$ cat config.mk
export PLATFORM = sky130hd
export DESIGN_NAME = axis_i2s_tx
export DESIGN_NICKNAME = d
export VERILOG_FILES = /design/src/rtl/axis_i2s_pkg.sv /design/src/rtl/axis_frame_assembler.sv /design/src/rtl/axis_i2s_tx.sv
export SDC_FILE = /design/constraint.sdc
export NUM_CORES = 1
export LEC_CHECK = 0
export CAP_MARGIN = 0
export CELL_PAD_IN_SITES_DETAIL_PLACEMENT = 1
export CELL_PAD_IN_SITES_GLOBAL_PLACEMENT = 1
export CORE_UTILIZATION = 48
export DETAILED_ROUTE_END_ITERATION = 8
export PLACE_DENSITY = 0.78
export SYNTH_ARGS = -nofsm -noshare
export SYNTH_HDL_FRONTEND = slang
export SYNTH_HIERARCHICAL = 1
export SYNTH_SLANG_ARGS = --single-unit
$ cat constraint.sdc
create_clock -name sck -period 10.9 [get_ports sck]
set_clock_uncertainty 0.1 [all_clocks]
set_input_delay 2.18 -clock sck [delete_from_list [all_inputs] [get_ports sck]]
set_output_delay 2.18 -clock sck [all_outputs]
set_load 0.005 [all_outputs]
$ cat src/rtl/axis_i2s_pkg.sv
// Shared sizing and types for the AXI-Stream to 8-lane I2S playback path.
package axis_i2s_pkg;

    localparam int DATA_W     = 32;
    localparam int LANES      = 8;
    localparam int TDATA_W    = 128;
    localparam int BEATS      = LANES * DATA_W / TDATA_W;
    localparam int FRAME_BITS = 2 * DATA_W;
    localparam int CNT_W      = 6;

    localparam logic [CNT_W-1:0] CNT_LAST = CNT_W'(FRAME_BITS - 1);

    typedef enum logic {
        BEAT_LO,
        BEAT_HI
    } beat_e;

endpackage

$ cat src/rtl/axis_frame_assembler.sv
// Collects two AXI-Stream beats into one 8-lane frame and holds it until the
// serializer takes it at a frame boundary; misaligned tlast is flagged sticky.
module axis_frame_assembler #(
    parameter int DATA_W  = axis_i2s_pkg::DATA_W,
    parameter int LANES   = axis_i2s_pkg::LANES,
    parameter int TDATA_W = axis_i2s_pkg::TDATA_W
) (
    input  logic                    clk,
    input  logic                    rst,
    input  logic [TDATA_W-1:0]      tdata,
    input  logic                    tvalid,
    input  logic                    tlast,
    output logic                    tready,
    input  logic                    load,
    output logic [LANES*DATA_W-1:0] asm_frame,
    output logic                    frame_ready,
    output logic                    framing_err
);
    import axis_i2s_pkg::*;

    beat_e              beat_q, beat_d;
    logic               ready_d, err_d, wr_lo, wr_hi, accept;
    logic [TDATA_W-1:0] asm_lo_q, asm_hi_q;

    assign tready    = ~frame_ready;
    assign accept    = tvalid & ~frame_ready;
    assign asm_frame = {asm_hi_q, asm_lo_q};

    always_comb begin
        beat_d  = beat_q;
        ready_d = frame_ready;
        err_d   = framing_err;
        wr_lo   = 1'b0;
        wr_hi   = 1'b0;
        // load only fires while frame_ready is set, so it never meets an accept
        if (load) ready_d = 1'b0;
        if (accept) begin
            case (beat_q)
                BEAT_LO: begin
                    if (tlast) begin
                        err_d = 1'b1;
                    end else begin
                        wr_lo  = 1'b1;
                        beat_d = BEAT_HI;
                    end
                end
                BEAT_HI: begin
                    beat_d = BEAT_LO;
                    if (tlast) begin
                        wr_hi   = 1'b1;
                        ready_d = 1'b1;
                    end else begin
                        err_d = 1'b1;
                    end
                end
            endcase
        end
    end

    always_ff @(posedge clk or posedge rst) begin
        if (rst) begin
            beat_q      <= BEAT_LO;
            frame_ready <= 1'b0;
            framing_err <= 1'b0;
            asm_lo_q    <= '0;
            asm_hi_q    <= '0;
        end else begin
            beat_q      <= beat_d;
            frame_ready <= ready_d;
            framing_err <= err_d;
            if (wr_lo) asm_lo_q <= tdata;
            if (wr_hi) asm_hi_q <= tdata;
        end
    end

endmodule

$ cat src/rtl/axis_i2s_tx.sv
// AXI-Stream slave to 8 parallel I2S lanes, word-select master; each lane's
// sample goes in the left slot with the standard one-bit delay, right slot zero.
module axis_i2s_tx #(
    parameter int DATA_W  = axis_i2s_pkg::DATA_W,
    parameter int LANES   = axis_i2s_pkg::LANES,
    parameter int TDATA_W = axis_i2s_pkg::TDATA_W,
    parameter int UCNT_W  = 16
) (
    input  logic               sck,
    input  logic               rst,
    input  logic               start,
    input  logic [TDATA_W-1:0] S_AXIS_tdata,
    input  logic               S_AXIS_tvalid,
    input  logic               S_AXIS_tlast,
    output logic               S_AXIS_tready,
    output logic               ws,
    output logic [LANES-1:0]   sd,
    output logic [UCNT_W-1:0]  underrun_cnt,
    output logic               framing_err
);
    import axis_i2s_pkg::*;

    localparam int FRAME_W = LANES * DATA_W;
    localparam int IDX_W   = $clog2(DATA_W);

    logic [CNT_W-1:0]   cnt_q, cnt_d;
    logic [FRAME_W-1:0] shadow_q, shadow_d, asm_frame;
    logic [UCNT_W-1:0]  ucnt_d;
    logic [LANES-1:0]   sd_d;
    logic               frame_ready, boundary, load, ws_d;

    // Slot position 1..DATA_W carries the sample MSB-first; everything else is zero.
    function automatic logic slot_bit(input logic [DATA_W-1:0] word,
                                      input logic [CNT_W-1:0]  cnt);
        logic [CNT_W-1:0] off;
        off = CNT_W'(DATA_W) - cnt;
        if (cnt >= CNT_W'(1) && cnt <= CNT_W'(DATA_W)) return word[off[IDX_W-1:0]];
        return 1'b0;
    endfunction

    axis_frame_assembler #(
        .DATA_W  (DATA_W),
        .LANES   (LANES),
        .TDATA_W (TDATA_W)
    ) u_asm (
        .clk         (sck),
        .rst         (rst),
        .tdata       (S_AXIS_tdata),
        .tvalid      (S_AXIS_tvalid),
        .tlast       (S_AXIS_tlast),
        .tready      (S_AXIS_tready),
        .load        (load),
        .asm_frame   (asm_frame),
        .frame_ready (frame_ready),
        .framing_err (framing_err)
    );

    always_comb begin
        boundary = start && (cnt_q == CNT_LAST);
        load     = boundary && frame_ready;
        cnt_d    = cnt_q + 1'b1;
        shadow_d = shadow_q;
        ucnt_d   = underrun_cnt;
        if (!start) begin
            cnt_d    = CNT_LAST;
            shadow_d = '0;
        end else if (boundary) begin
            cnt_d = '0;
            if (frame_ready) begin
                shadow_d = asm_frame;
            end else begin
                shadow_d = '0;
                if (underrun_cnt != '1) ucnt_d = underrun_cnt + 1'b1;
            end
        end
        ws_d = start & cnt_d[CNT_W-1];
    end

    // Outputs are registered from next-state values so they track cnt in the same cycle.
    for (genvar g = 0; g < LANES; g++) begin : g_lane
        assign sd_d[g] = start & slot_bit(shadow_d[g*DATA_W +: DATA_W], cnt_d);
    end

    always_ff @(posedge sck or posedge rst) begin
        if (rst) begin
            cnt_q        <= CNT_LAST;
            shadow_q     <= '0;
            underrun_cnt <= '0;
            ws           <= 1'b0;
            sd           <= '0;
        end else begin
            cnt_q        <= cnt_d;
            shadow_q     <= shadow_d;
            underrun_cnt <= ucnt_d;
            ws           <= ws_d;
            sd           <= sd_d;
        end
    end

endmodule
==> out/results.ini, run 1 <==
[status]
status = complete, no violations

[setup_path]
worstPathArrival_ns = 6.82
startpoint_type = input pin
critPathSlowestCell = nor3_2
slowest_delay_ns = 1.08
crit_type = in -> reg
worstPathMaxFanout = 105
path_cells = buf_6, buf_4, nor2b_1, ha_1, nand2_1, nor3_2, a221oi_1, a32o_1, a211oi_1, o32ai_1, a31o_1
cp.required_ns = 11.31
critPathCaptureType = flop

[sta]
rsz0062_at_grt = no
setup_violations = 0
drv_slew = 0
min_period_ns = 6.41
hold_viol = 0
tightest_slew_ns = 1.20
period_share_pct = 58.8
fmax_mhz = 156
slew_headroom_pct = 19.6
finalSetupTns_ns = 0
setup_ws_ns = 4.49

[routing]
dr.pass1.iters = 7
via_count = 19700
wl_um = 81400
via_per_inst = 6.11
drt_iter0_markers = 1695
wire_per_inst_um = 25.3
ant_nets = 0
drcViolationCount = 0

[cts]
clock-root-buffer = clkbuf_16
cts_hold_buf = 0
clkLatencyLatePin_ns = 0.63
clk_path_buf_depth = 3
cts_made_buffers = 58
tritoncts = built
htreeDepth = 2
ctsResizeCount = 0
cts_sinks = 546
clk_pin_slew_ns = 0.06
postCtsSetupRepairBufs = 0

[global_routing]
grt-ovfl-total = 0
grt_first_pass_wirelength_um = 129000
grt_max_degree = 187
antenna_found_initial = 0
grt_pass1_vias = 21200
grtUsageTotal_pct = 29.2

[yosys]
async_reset_ff_share_pct = 100
synth.distinct_cells = 71
ys.flop_type = dfrtp_1
synth_compound_area_share_pct = 13.1
yosysTopAreaCell = dfrtp_1
synth-seq-cells = 546
muxShareOfSynthArea_pct = 17.4
syn_nets = 2536
syn_inst = 2397
synthAdderAreaFrac_pct = 0.282
yosys_warnings = 6
syn_area_mm2 = 0.0266
avgSynthCellArea_um2 = 11.1
yosysSeqAreaShare_pct = 51.3
synth_top_family_by_area = multiplexers
synthXorXnorAreaFrac_pct = 0.845
synth_top_area_share_pct = 50.7
synth-edff-count = 0
yosys.area_share.simple_pct = 12.7
ys_top_cells_by_area = dfrtp_1, mux2_4, a21boi_0

[run]
drv_cap = 0

[die]
initial_core_util_pct = 49.0
num_rows = 85
core_area_mm2 = 0.0543
ios = 160
die-area_mm2 = 0.0564
die_w_um = 238
die_y_um = 238

[power]
leakage_nw = 13.2
p_per_area_mw_per_mm2 = 280
ir_drop_uv = 247

[placed_design]
gp_congestion = 0.900
io_buffer_count = 159
place_ws_ns = 4.06
post-dp-hpwl_um = 50200

[final_layout]
area.growth.synth_to_final_pct = 13.3
drive_above_1_share_pct = 16.4
diodes = 0
layout.nets = 2578

[min_path]
hold_class = reg -> reg

layout by cell type (no fill, tap or decap), types with 9 or more instances in the layout:
cell type and count:
a211o_1 10, a211oi_1 32, a21boi_0 220, a21oi_1 66
a221oi_1 13, a22oi_1 12, a31oi_1 17, and2_1 38
buf_4 21, clkbuf_1 18, clkbuf_16 61, clkbuf_8 13
clkdlybuf4s50_1 158, dfrtp_1 539, mux2_2 142, mux2_4 121
mux2i_1 105, nand2_1 336, nand3_1 241, nor2_1 52
nor2b_1 15, nor3_1 15, o21ai_0 62, o22ai_1 14
xnor2_1 12, xor2_1 9
synthesized netlist by cell type, drive strengths merged (14+ instances only):
master / n
o21ai: 65
nor2: 55
clkbuf: 122
mux2i: 105
buf: 79
nor2b: 16
o22ai: 14
a21boi: 220
nor3: 16
nand2: 338
nand3: 243
and2: 38
a211oi: 32
a31oi: 17
a21oi: 66
dfrtp: 540
mux2: 263
layer usage:
layer  global-route usage, %  share of wire (%)  up-vias
met1                    40.1                 43    10300
met5                       0                  0        -
li1                        -                  -     8584
met2                    47.2                 48      582
met4                    10.4                3.5        0
met3                    4.38                5.1      167
registers in the layout (all words and copies together) (netlist names):
| name | cells |
|---|---|
| sd | 8 |
| u_asm/asm_hi_q | 128 |
| u_asm/frame_ready | 1 |
| u_asm/framing_err | 1 |
| u_asm/asm_lo_q | 128 |
| shadow_q | 256 |
| underrun_cnt | 16 |
| ws | 1 |
| cnt_q | 6 |
| u_asm/beat_q | 1 |
worst max-delay path: cells and delay by family:
kind | cells | cell delay (ns)
and+or+nand+nor | 3 | 1.79
AOI/OAI and AO/OA | 5 | 1.22
buffers and inverters | 2 | 1.33
adders and majority gates | 1 | 0.20
final cells by class:
type / instances / area (µm²)
Clock inverter: 10 / 103
Multi-Input combinational cell: 1640 / 11800
Timing Repair Buffer: 183 / 1810
Tap cell: 739 / 925
Inverter: 10 / 52.6
Clock buffer: 92 / 1770
Fill cell: 5620 / 24200
Sequential cell: 546 / 13700
cells by family after synthesis:
logic type                 count (synthesis)
DFF                                      546
and+or+nand+nor                          737
xor gates and xnor gates                  23
AOI/OAI and AO/OA                        499
muxes                                    375
adders and majority gates                  6
buffers and inverters                    211
power breakdown:
group | switching (W) | leakage (nW) | total [W] | internal (W)
Sequential | 0.000552 | 7.07 | 0.00327 | 0.00272
Clock | 0.000827 | 0.922 | 0.00198 | 0.00115
Combinational | 0.00193 | 5.21 | 0.00319 | 0.00126
Total | 0.00331 | 13.2 | 0.00844 | 0.00513
final timing paths:
kind / start / endpoint / slack (ns) / cells after the start
worst max-delay path: start / sd[1] / 4.49 / 11
worst min-delay path: u_asm/framing_err / u_asm/framing_err / 0.37 / 1
worst max register to register: cnt_q[0] / sd[1] / 5.81 / 12
worst min register to register: u_asm/framing_err / u_asm/framing_err / 0.37 / 1
max in group asynchronous: rst / shadow_q[229] / 6.98 / 3
min in group asynchronous: rst / underrun_cnt[9] / 2.12 / 2
through the flow:
| stage | util [%] | hold WS (ns) | total power [W] | area [µm²] | std cells |
|---|---|---|---|---|---|
| floorplan | - | 0.351 | 0.00539 | 26600 | 2397 |
| global placement | 52.1 | 0.346 | 0.00626 | 28300 | 3118 |
| detailed placement | 52.1 | 0.359 | 0.00642 | 28300 | 3118 |
| CTS | 55.5 | 0.373 | 0.00844 | 30200 | 3220 |
| global route | 55.5 | 0.409 | 0.00885 | 30200 | 3220 |
| finish | 55.5 | 0.368 | 0.00844 | 30200 | 3220 |
(Power assumes the default switching activity.)
==> run 2: changes to the inputs <==
==> constraint.sdc (replaced) <==
create_clock -name sck -period 6.1 [get_ports sck]
set_clock_uncertainty 0.1 [all_clocks]
set_input_delay 1.22 -clock sck [delete_from_list [all_inputs] [get_ports sck]]
set_output_delay 1.22 -clock sck [all_outputs]
set_load 0.005 [all_outputs]
==> run 2 against run 1 <==
Effect of this change:
- largest cell class unchanged
- critical endpoint is now sd[3]
- final area is 0.91% higher
- via count is 1.3% lower
- highest routed layer unchanged
- total power is 81% higher
==> out/results.ini, run 2 (synthesized netlist as in run 1, its figures left out) <==
[placed_design]
gp_congestion = 0.909  ; +1.0%
placed_cells = 3130  ; +0.38%
post-dp-hpwl_um = 51000  ; +1.6%
io_buffer_count = 159  ; unchanged
placed_area_mm2 = 0.0285  ; +0.64%

[power]
leakage_nw = 13.3  ; +1.1%
p_per_area_mw_per_mm2 = 501  ; +79%
ir_drop_uv = 482  ; +95%

[global_routing]
grt-ovfl-total = 0  ; unchanged
grtUsageTotal_pct = 29.7  ; +0.44 points
grt_pass1_vias = 21300  ; +0.48%
grt_first_pass_wirelength_um = 130000  ; +1.2%
grt_max_degree = 207  ; +11%
antenna_found_initial = 1  ; +1

[cts]
postCtsSetupRepairBufs = 0  ; unchanged
ctsResizeCount = 0  ; unchanged
clkLatencyLatePin_ns = 0.63  ; about the same
cts_hold_buf = 0  ; unchanged
clk_pin_slew_ns = 0.06  ; about the same
cts_sinks = 546  ; unchanged
tritoncts = built
clk_path_buf_depth = 3  ; unchanged
htreeDepth = 2  ; unchanged
clock-root-buffer = clkbuf_16
cts_made_buffers = 57  ; -1.7%

[setup_path]
worstPathMaxFanout = 64  ; -39%
critPathSlowestCell = buf_4
crit_type = reg -> reg
worstPathArrival_ns = 5.12  ; -1.70 ns
path_cells = buf_4, buf_4, nand2_1, mux2i_1, a21oi_1, o22ai_1, nand2_1, o22a_1, o311a_1
slowest_delay_ns = 0.99  ; -0.09 ns
cp.required_ns = 6.50  ; -4.81 ns
critPathTopFamily = buffers and inverters
critPathBufInv = 2  ; unchanged
startpoint_type = flop
critPathCaptureType = flop

[routing]
wire_per_inst_um = 25.3  ; +0.20%
ant_nets = 0  ; unchanged
wl_um = 81900  ; +0.66%
via_count = 19400  ; -1.3%
drt_iter0_markers = 1450  ; -14%
drcViolationCount = 0  ; unchanged
dr.pass1.iters = 5  ; -2
via_per_inst = 6.00  ; -1.8%

[final_layout]
diodes = 0  ; unchanged
multi_input_area_mm2 = 0.0118  ; about the same
top_regs = shadow_q x256, u_asm/asm_hi_q x128, u_asm/asm_lo_q x128
drive_above_1_share_pct = 17.0  ; +0.62 points
layout_common_cells = dfrtp_1, nand2_1, nand3_1, a21boi_0, clkdlybuf4s50_1
final_cells = 3235  ; +0.47%
stdcell_area_mm2 = 0.0304  ; +0.91%
layout.nets = 2589  ; +0.43%
fin_util_pct = 56.0  ; +0.50 points
area.growth.synth_to_final_pct = 14.3
largest_register_ffs = 256  ; unchanged
seq_area_mm2 = 0.0137  ; unchanged
mostFrequentLayoutCell = dfrtp_1
num-fill-cells = 5674  ; +0.96%
regMostFlops = shadow_q

[die]
die_y_um = 238  ; unchanged
die-area_mm2 = 0.0564  ; unchanged
ios = 160  ; unchanged
die_w_um = 238  ; unchanged
num_rows = 85  ; unchanged
core_area_mm2 = 0.0543  ; unchanged
initial_core_util_pct = 49.0  ; unchanged

[min_path]
hold_class = reg -> reg

[sta]
fmax_mhz = 212
hold_viol = 0  ; unchanged
min_period_ns = 4.72
tightest_slew_ns = 1.11  ; -0.0885 ns
drv_slew = 0  ; unchanged
setup_violations = 0  ; unchanged
finalSetupTns_ns = 0  ; unchanged
rsz0062_at_grt = no
slew_headroom_pct = 26.0  ; +6.3 points
period_share_pct = 77.3

[run]
drv_cap = 0  ; unchanged

[status]
status = complete, no violations

==> run 2: worst paths after layout <==
path	start	endpoint	slack, ns	depth (start not counted)
setup / recovery	cnt_q[0]	sd[3]	1.38	9
hold / removal	u_asm/framing_err	u_asm/framing_err	0.38	1
max in group asynchronous	rst	shadow_q[98]	3.66	3
setup reg to reg	cnt_q[0]	sd[3]	1.38	9
min in group asynchronous	rst	underrun_cnt[6]	0.99	2
hold reg to reg	u_asm/framing_err	u_asm/framing_err	0.38	1
==> run 2: metrics by stage <==
step / total power [W] / setup WS [ns] / hold WS, ns
global placement: 0.0113 / 1.07 / 0.346
floorplan: 0.00963 / 0.980 / 0.351
finish: 0.0153 / 1.38 / 0.377
CTS: 0.0153 / 1.48 / 0.390
detailed placement: 0.0115 / 0.828 / 0.372
global route: 0.0160 / 1.14 / 0.406
==> run 2: layer usage <==
| metal | share of wire [%] | track usage [%] | up-vias |
|---|---|---|---|
| li1 | - | - | 8596 |
| met3 | 4.3 | 4.09 | 172 |
| met4 | 3.8 | 12.1 | 0 |
| met1 | 43 | 40.3 | 10200 |
| met2 | 49 | 48.1 | 481 |
| met5 | 0 | 0 | - |
==> run 2: final cells by class <==
| class | instances | share of cell area [%] |
|---|---|---|
| clock inverter | 12 | 0.538 |
| clock buffer | 93 | 5.93 |
| inverter | 10 | 0.148 |
| multi-input combinational | 1640 | 38.9 |
| sequential | 546 | 44.9 |
| tap | 739 | 3.04 |
| timing repair buffer | 195 | 6.57 |
==> run 2: report_power, final <==
part / switching (W) / internal [W] / total [W]
Clock: 0.00147 / 0.00218 / 0.00365
Sequential: 0.000972 / 0.00486 / 0.00584
Combinational: 0.00347 / 0.00231 / 0.00577
Total: 0.00591 / 0.00935 / 0.0153
==> run 3: changes to the inputs <==
--- a/config.mk
+++ b/config.mk
@@ -8,9 +8,9 @@
 export CAP_MARGIN = 0
 export CELL_PAD_IN_SITES_DETAIL_PLACEMENT = 1
 export CELL_PAD_IN_SITES_GLOBAL_PLACEMENT = 1
-export CORE_UTILIZATION = 48
+export CORE_UTILIZATION = 44
 export DETAILED_ROUTE_END_ITERATION = 8
-export PLACE_DENSITY = 0.78
+export PLACE_DENSITY = 0.75
 export SYNTH_ARGS = -nofsm -noshare
 export SYNTH_HDL_FRONTEND = slang
 export SYNTH_HIERARCHICAL = 1
==> constraint.sdc (replaced) <==
create_clock -name sck -period 4.15 [get_ports sck]
set_clock_uncertainty 0.1 [all_clocks]
set_input_delay 0.83 -clock sck [delete_from_list [all_inputs] [get_ports sck]]
set_output_delay 0.83 -clock sck [all_outputs]
set_load 0.005 [all_outputs]
==> run 3 against run 2 <==
Effect of this change:
- critical path depth up 4
- final area up 1.7%
- setup slack worse by 0.90 ns
- fmax up 29%
- combinational power up 52%
- sequential cell count unchanged
- wire length down 1.2%
- total power up 50%
- global-route usage down 2.8 points
- sequential share of layout area down 0.75 points
==> out/results.ini, run 3 (synthesized netlist as in run 1, its figures left out) <==
[power]
pwr-share-clk_pct = 24.1  ; +0.2 points
p_per_area_mw_per_mm2 = 740  ; +48%
ir_drop_uv = 539  ; +12%
leakage_nw = 13.6  ; +2.0%
intPower_w = 0.0141  ; +50%
comb_power_share_pct = 38.3  ; +0.5 points
swShare_pct = 38.6  ; -0.087 points
p_seq_share_pct = 37.7  ; -0.6 points
netSwitchingPower_w = 0.00885  ; +50%

[cts]
ctsResizeCount = 0  ; unchanged
cts_sinks = 546  ; unchanged
cts_made_buffers = 60  ; +5.3%
cts_hold_buf = 0  ; unchanged
htreeDepth = 2  ; unchanged
clk_pin_slew_ns = 0.07  ; about the same
postCtsSetupRepairBufs = 0  ; unchanged
clk_path_buf_depth = 3  ; unchanged
tritoncts = built
clkLatencyLatePin_ns = 0.63  ; about the same
clock-root-buffer = clkbuf_16

[routing]
wire_per_inst_um = 24.4  ; -3.5%
dr.pass1.iters = 5  ; unchanged
via_per_inst = 5.90  ; -1.7%
wl_um = 80900  ; -1.2%
drcViolationCount = 0  ; unchanged
via_count = 19500  ; +0.62%
ant_nets = 0  ; unchanged
drt_iter0_markers = 1344  ; -7.3%

[run]
drv_cap = 0  ; unchanged

[sta]
period_share_pct = 88.3  ; +11 points
fmax_mhz = 273  ; +29%
hold_viol = 0  ; unchanged
tightest_slew_ns = 1.24  ; +0.133 ns
rsz0062_at_grt = no
setup_ws_ns = 0.486  ; -0.897 ns
drv_slew = 0  ; unchanged
finalSetupTns_ns = 0  ; unchanged
slew_headroom_pct = 16.6  ; -9.4 points
min_period_ns = 3.66  ; -1.05 ns
setup_violations = 0  ; unchanged

[final_layout]
layout_common_cells = dfrtp_1, nand2_1, nand3_1, a21boi_0, clkdlybuf4s50_1
drive_above_1_share_pct = 18.5  ; +1.5 points
area.growth.synth_to_final_pct = 16.2
top_regs = shadow_q x256, u_asm/asm_hi_q x128, u_asm/asm_lo_q x128
largest_register_ffs = 256  ; unchanged
layout.nets = 2630  ; +1.6%
regMostFlops = shadow_q
mostFrequentLayoutCell = dfrtp_1
diodes = 0  ; unchanged

[setup_path]
startpoint_type = flop
worstPathMaxFanout = 7  ; -89%
cp.required_ns = 4.62  ; -1.88 ns
crit_type = reg -> reg
reg2reg_depth = 13  ; +4
critPathCaptureType = flop
worstPathArrival_ns = 4.14  ; -0.98 ns

[global_routing]
grt-ovfl-total = 0  ; unchanged
grtUsageTotal_pct = 26.8  ; -2.8 points
grt_max_degree = 208  ; +0.48%
grt_pass1_vias = 21300  ; +0.22%
grt_first_pass_wirelength_um = 128000  ; -1.8%
antenna_found_initial = 2  ; +1

[die]
die_y_um = 248  ; +4.4%
num_rows = 89  ; +4.7%
core_area_mm2 = 0.0595  ; +9.4%
die_w_um = 248  ; +4.4%
initial_core_util_pct = 44.8  ; -4.2 points
die-area_mm2 = 0.0615  ; +9.0%
ios = 160  ; unchanged

[placed_design]
io_buffer_count = 159  ; unchanged
gp_congestion = 0.882  ; -2.9%
post-dp-hpwl_um = 52300  ; +2.6%
place_ws_ns = 0.359  ; -0.468 ns

[min_path]
hold_class = reg -> reg
hold_path_depth = 1  ; unchanged

[status]
status = complete, no violations

==> run 3: cell count changes in the layout (fill, tap and decap cells not counted), moves of 3 or more <==
cell and delta:
clkinv_2 +5, buf_4 +28, clkbuf_1 -4, clkbuf_8 -3
clkinvlp_4 +3, buf_12 +10
==> run 3: power groups by stage <==
stage	Clock [W]	Combinational, W	Sequential [W]
global route	0.00580	0.00937	0.00885
floorplan	0	0.00616	0.00800
detailed placement	0	0.00863	0.00867
finish	0.00551	0.00876	0.00863
CTS	0.00562	0.00870	0.00862
global placement	0	0.00838	0.00856
==> run 3: per-stage QoR <==
stage	power, W	cell area [µm²]	util (%)	std cells	hold WS [ns]
6_report	0.0229	31000	52.1	3310	0.373
5_1_grt	0.0240	31000	52.1	3310	0.394
4_1_cts	0.0229	31000	52.1	3310	0.371
3_5_place_dp	0.0173	28900	48.7	3202	0.353
3_3_place_gp	0.0169	28900	48.7	3202	0.353
2_1_floorplan	0.0142	26600	-	2397	0.351
==> run 3: cell type report <==
class | count | area [µm²]
Multi-Input combinational cell | 1640 | 11800
Tap cell | 773 | 967
Timing Repair Buffer | 233 | 2410
Inverter | 10 | 45.0
Clock inverter | 20 | 233
Fill cell | 6272 | 28500
Clock buffer | 88 | 1800
Sequential cell | 546 | 13700
==> run 3: path summary, 6_finish.rpt <==
kind                              startpoint                  to  slack [ns]
max in group asynchronous                rst       shadow_q[190]        2.21
min in group asynchronous                rst  u_asm/asm_hi_q[25]        0.69
hold reg to reg            u_asm/framing_err   u_asm/framing_err        0.37
setup / recovery                    cnt_q[0]               sd[4]        0.49
setup reg to reg                    cnt_q[0]               sd[4]        0.49
hold / removal             u_asm/framing_err   u_asm/framing_err        0.37
==> run 3: routing by layer <==
metal  vias up  track usage [%]  part of all wire, %
met5         -                0                0.033
met2       478             43.8                   48
met1     10200             36.8                   44
met3       145             3.66                  4.7
li1       8670                -                    -
met4         4             9.08                  3.2
==> run 3: critical path, stage by stage, from the launching register on <==
cell and delay (ns):
dfstp_4 0.65, ha_1 0.17, and3_1 0.21, nand2_2 0.08, nand2_1 0.09, ha_1 0.30, xor3_2 0.41, nor2b_2 0.22
nand2_1 0.29, buf_4 0.25, nor3_1 0.26, o22ai_1 0.13, a41oi_1 0.25, o311a_1 0.19
